[config.mk]
export PLATFORM = sky130hd
export DESIGN_NAME = grid_scan_driver
export DESIGN_NICKNAME = d
export VERILOG_FILES = /design/src/rtl/grid_scan_driver.sv
export SDC_FILE = /design/constraint.sdc
export NUM_CORES = 1
export LEC_CHECK = 0
export ABC_AREA = 1
export BUFFER_PORTS_ARGS = -buffer_cell sky130_fd_sc_hd__buf_2
export CAP_MARGIN = 30
export CORE_MARGIN = 2
export CORE_UTILIZATION = 59
export DETAILED_ROUTE_END_ITERATION = 6
export PLACE_DENSITY_LB_ADDON = 0.3
export SLEW_MARGIN = 20
export SYNTH_ARGS = -nofsm -noshare
export SYNTH_HDL_FRONTEND = slang
export SYNTH_SLANG_ARGS = --single-unit
[constraint.sdc]
create_clock -name clk -period 5.8 [get_ports clk]
set_clock_uncertainty 0.1 [all_clocks]
set_input_delay 0 -clock clk [delete_from_list [all_inputs] [get_ports clk]]
set_output_delay 0 -clock clk [all_outputs]
set_load 0.03 [all_outputs]
[src/rtl/grid_scan_driver.sv]
// Row-multiplexed 8x8 display driver: double-buffered grid, blank/drive row scan.
// States: BLANK | all outputs off between rows ; DRIVE | one row driven from front buffer
module grid_scan_driver #(
  parameter int DWELL = 1000,
  parameter int BLANK = 8
) (
  input  logic        clk,
  input  logic        rst,
  input  logic        en,
  input  logic [63:0] grid_in,
  input  logic        gen_valid,
  output logic [7:0]  row_sel,
  output logic [7:0]  col_data,
  output logic        frame_done,
  output logic        dropped
);

  localparam int MAXV = (DWELL > BLANK) ? DWELL : BLANK;
  localparam int CW   = $clog2(MAXV + 1);
  localparam logic [CW-1:0] DWELL_LAST = CW'(DWELL - 1);
  localparam logic [CW-1:0] BLANK_LAST = (BLANK > 0) ? CW'(BLANK - 1) : '0;

  typedef enum logic {
    S_BLANK = 1'b0,
    S_DRIVE = 1'b1
  } state_t;

  state_t        state_q, state_d;
  logic [2:0]    row_q, row_d;
  logic [CW-1:0] cnt_q, cnt_d;
  logic [63:0]   front_q, front_d;
  logic [63:0]   back_q, back_d;
  logic          pending_q, pending_d;
  logic          dropped_q, dropped_d;
  logic [7:0]    row_sel_q, row_sel_d;
  logic [7:0]    col_data_q, col_data_d;
  logic          frame_done_q, frame_done_d;
  logic          swap;

  always_comb begin
    state_d = state_q;
    row_d   = row_q;
    cnt_d   = cnt_q;
    swap    = 1'b0;
    if (!en) begin
      state_d = S_BLANK;
      row_d   = 3'd0;
      cnt_d   = '0;
    end else begin
      case (state_q)
        S_BLANK: begin
          if (BLANK == 0 || cnt_q == BLANK_LAST) begin
            state_d = S_DRIVE;
            cnt_d   = '0;
          end else begin
            cnt_d = cnt_q + 1'b1;
          end
        end
        S_DRIVE: begin
          if (cnt_q == DWELL_LAST) begin
            cnt_d   = '0;
            row_d   = row_q + 3'd1;
            swap    = (row_q == 3'd7);
            state_d = (BLANK == 0) ? S_DRIVE : S_BLANK;
          end else begin
            cnt_d = cnt_q + 1'b1;
          end
        end
        default: state_d = S_BLANK;
      endcase
    end
  end

  // Data arriving on the swap edge goes straight to the front and supersedes any pending frame.
  always_comb begin
    front_d   = front_q;
    back_d    = back_q;
    pending_d = pending_q;
    dropped_d = dropped_q;
    if (swap) begin
      if (gen_valid) begin
        front_d = grid_in;
      end else if (pending_q) begin
        front_d = back_q;
      end
      pending_d = 1'b0;
    end else if (gen_valid) begin
      back_d    = grid_in;
      pending_d = 1'b1;
      if (pending_q) dropped_d = 1'b1;
    end
  end

  // Outputs are registered from the next state so they line up with the state register.
  always_comb begin
    row_sel_d    = 8'h00;
    col_data_d   = 8'h00;
    frame_done_d = swap;
    if (state_d == S_DRIVE) begin
      row_sel_d  = 8'(1) << row_d;
      col_data_d = front_d[{row_d, 3'b000} +: 8];
    end
  end

  always_ff @(posedge clk or posedge rst) begin
    if (rst) begin
      state_q      <= S_BLANK;
      row_q        <= 3'd0;
      cnt_q        <= '0;
      front_q      <= 64'd0;
      back_q       <= 64'd0;
      pending_q    <= 1'b0;
      dropped_q    <= 1'b0;
      row_sel_q    <= 8'h00;
      col_data_q   <= 8'h00;
      frame_done_q <= 1'b0;
    end else begin
      state_q      <= state_d;
      row_q        <= row_d;
      cnt_q        <= cnt_d;
      front_q      <= front_d;
      back_q       <= back_d;
      pending_q    <= pending_d;
      dropped_q    <= dropped_d;
      row_sel_q    <= row_sel_d;
      col_data_q   <= col_data_d;
      frame_done_q <= frame_done_d;
    end
  end

  assign row_sel    = row_sel_q;
  assign col_data   = col_data_q;
  assign frame_done = frame_done_q;
  assign dropped    = dropped_q;

endmodule

==> results.toml <==
[outcome]
status = "complete, no violations"

[routing]
drt-initial-drc-count = 657
wire_per_inst_um = 15.85
via_per_inst = 5.415
drt_wl_total_mm = 20.09
ant_nets = 0
routed-via-count = 6866
drcViolationCount = 0
firstDrtPassIters = 6

[grt]
grt.busiest_layer = "met2"
grt_max_degree = 96
grtUsageMet3 = 0.05943
grt_use_met1 = 0.3892
grt_antenna_before_repair = 0
grt_util_met2 = 0.4788
grt_pass1_wl_mm = 32.66
globalRoute.totalOverflow = 0
grt_use_total = 0.2893
grt_pass1_vias = 6605

[clock_tree]
numCtsBuffers = 17
clockRootBuffer = "clkbuf_16"
clock_path_buffers = 2
cts_tree = "yes"
clock_latency_ns = 0.44
clkTransAtPathRegs_ns = 0.06
htree_levels = 4
clock-sinks = 161
cts_setup_buffers = 0
ctsResizeCount = 0

[floorplanning]
core-area_sq_um = 13240
chipWidth_um = 120.6
die_h_um = 120.6
row_count = 42
io-pin-count = 86
start_util = 0.6054
die-area_sq_um = 14540

[worst_setup_path]
path_depth = 7
rr_startpoint = "cnt_q[0]"
crit_fanout = 42
critPathRequiredTime_ns = 6.01
end_kind = "flip-flop"
cp-endpoint = "back_q[38]"
ff2ff_setup_slack_ns = 2.40
crit_slowest_cell = "nand2_2"
cp_top_family = "simple AND/OR/NAND/NOR gates"
rr_endpoint = "back_q[38]"
setup.worst_path.class = "reg2reg"
cpMostUsedCell = "nand2_2"
startpoint_type = "flip-flop"
crit_buf_inv = 1
max_stage_delay_ns = 0.76
r2r_cells = 7
crit_chain = "ha_1 -> nand2_2 -> nor2_4 -> nand4_4 -> nand2_2 -> buf_4 -> mux2_2"
cp-startpoint = "cnt_q[0]"
worst_ep_arrival_time_ns = 3.62

[timing]
finalWorstSetupSlack_ns = 2.396
finalHoldViolCount = 0
period_needed_ns = 3.404
rsz0062_at_grt = "false"
worstMarginPinSlew_ns = 0.8944
tns_ns = 0
fmax_mhz = 293.8
slew_viol_final = 0
relSlewSlack = 0.3943
fin_crit_sh = 0.5868
finalSetupViolCount = 0

[placement]
gp_congestion = 0.8746
dpl.hpwl_mm = 11.76
placed_cells = 1168
dp_slack_ns = 2.417
portBuffers = 85

[logic_synthesis]
async_flop_share = 1.000
synth_cells = 955
avgSynthCellArea_sq_um = 8.395
synth_edf_count = 0
synth_seq_area_share = 0.5025
netlist_area_sq_um = 8018
synthTopCellsByArea = "dfrtp_1, nand2_1, mux2_2"
syn_nets = 1026
ys_warn_count = 0
synth_top_flop_cell = "dfrtp_1"
synth_top_cell_by_area = "dfrtp_1"
netlist.area_leader.share = 0.5025
synth-seq-cells = 161
synthDistinctLibCells = 36

[pwr]
pwr-share-comb = 0.085
power.leakage_nw = 5.069
power_frac_seq = 0.449
ir_drop_uv = 234.8
p_clk_frac = 0.466
powerDensity_nw_per_um2 = 271.5
power_w = 0.002656
p_sw_w = 0.0005985
netSwitchingFraction = 0.2254
power.internal_w = 0.002057

[min_path]
hold_class = "in2async"

[final_layout]
drive_gt1_frac = 0.1740
layoutNonFillerInstCount = 1268
n_antenna_cell = 0
syn_to_final_growth_pct = 22.02
n_fill_cell = 965
nets = 1150

[job]
drv_cap = 0
power groups by stage:
| stage | Clock [W] | Combinational (W) | Sequential, W |
|---|---|---|---|
| 6_report | 0.00124 | 0.000227 | 0.00119 |
| 5_1_grt | 0.00129 | 0.000254 | 0.00120 |
| 4_1_cts | 0.00124 | 0.000224 | 0.00119 |
| 3_5_place_dp | 0 | 0.000188 | 0.00121 |
| 3_3_place_gp | 0 | 0.000183 | 0.00121 |
| 2_1_floorplan | 0 | 0.000135 | 0.00121 |
kinds of logic after synthesis:
family	after synthesis	share of synthesized area
buffers and inverters	128	0.06975
and+or+nand+nor	459	0.2388
xor gates and xnor gates	3	0.003278
adders and majority gates	3	0.004682
AOI/OAI and AO/OA	145	0.1024
DFF	161	0.5025
muxes	56	0.07865
registers in the layout, summed over array words and instances (netlist names):
signal	cells
back_q	64
front_q	64
cnt_q	10
col_data	8
row_sel	8
row_q	3
dropped	1
frame_done	1
pending_q	1
state_q	1
routing by layer:
layer	up-vias	wire length, um
met5	-	0
met4	0	382
met3	30	997
met2	202	9747
met1	3291	8965
li1	3343	-
stage by stage:
step / hold WS (ns) / util / instance area [sq um]
floorplan: 0.03168 / - / 8018
global placement: 0.1252 / 0.6369 / 8434
detailed placement: 0.1323 / 0.6369 / 8434
CTS: 0.1897 / 0.7367 / 9756
global route: 0.2417 / 0.7388 / 9783
finish: 0.1908 / 0.7388 / 9783
tightest hold or removal path, stage by stage:
cell	delay [ns]
dlygate4sd3_1	0.53
buf_2	0.14
inv_6	0.57
cell usage in the layout, fill, tap and decap left out, types with 2 or more instances in the layout:
master,n
buf_2,85
nor2_4,2
clkinvlp_4,2
clkinv_4,2
dlygate4sd3_1,67
nor2_1,104
mux2_2,44
a21oi_1,17
o21ai_1,18
nor2_2,5
a21boi_1,12
o21ai_0,64
inv_1,70
clkinv_2,5
o22ai_1,5
nand4_1,3
o21a_1,13
xor2_1,2
nand2_2,6
buf_4,6
dfrtp_1,160
clkbuf_16,17
inv_6,2
ha_1,3
nand2_1,262
nand3_1,67
nor3b_1,2
mux2_1,12
nor3_1,4
a31oi_1,13
bufinv_16,5
cells in the mapped netlist, types with 2 or more instances:
cell        n
nor2_2      5
inv_1      73
o22ai_1     5
o21ai_1    18
nand2_2     6
nor3_1      4
a21boi_1   12
a21oi_1    17
nand2_1   262
dfrtp_1   161
nor2_4      2
mux2_2     44
ha_1        3
o21a_1     13
nor2_1    104
buf_2      15
o21ai_0    64
nand3_1    67
buf_1       5
buf_4       6
xor2_1      2
nor3b_1     2
nand4_1     3
a31oi_1    13
clkbuf_1   23
buf_6       5
mux2_1     12
worst min-delay path by stage:
stage             endpoint  slack [ns]        start
6_report         back_q[0]        0.19          rst
5_1_grt         back_q[41]        0.24  grid_in[41]
4_1_cts        front_q[56]        0.19    gen_valid
3_5_place_dp    front_q[7]        0.13          rst
3_3_place_gp    front_q[7]        0.13          rst
2_1_floorplan   back_q[52]        0.03  grid_in[52]
layout make-up:
| class | instances | area (sq um) | area share |
|---|---|---|---|
| clock inverter | 14 | 211.5 | 0.02161 |
| tap | 176 | 220.2 | 0.02251 |
| multi-input combinational | 666 | 3430 | 0.3506 |
| clock buffer | 18 | 439.2 | 0.04489 |
| timing repair buffer | 159 | 1169 | 0.1195 |
| inverter | 74 | 284.0 | 0.02903 |
| sequential | 161 | 4030 | 0.4119 |
repair_timing:
action	4_1_cts	5_1_grt
endpoints found under the hold margin	227	0
hold buffers	67	0
setup endpoints to repair	0	0
No activity file was read; power rests on OpenSTA's default activity.
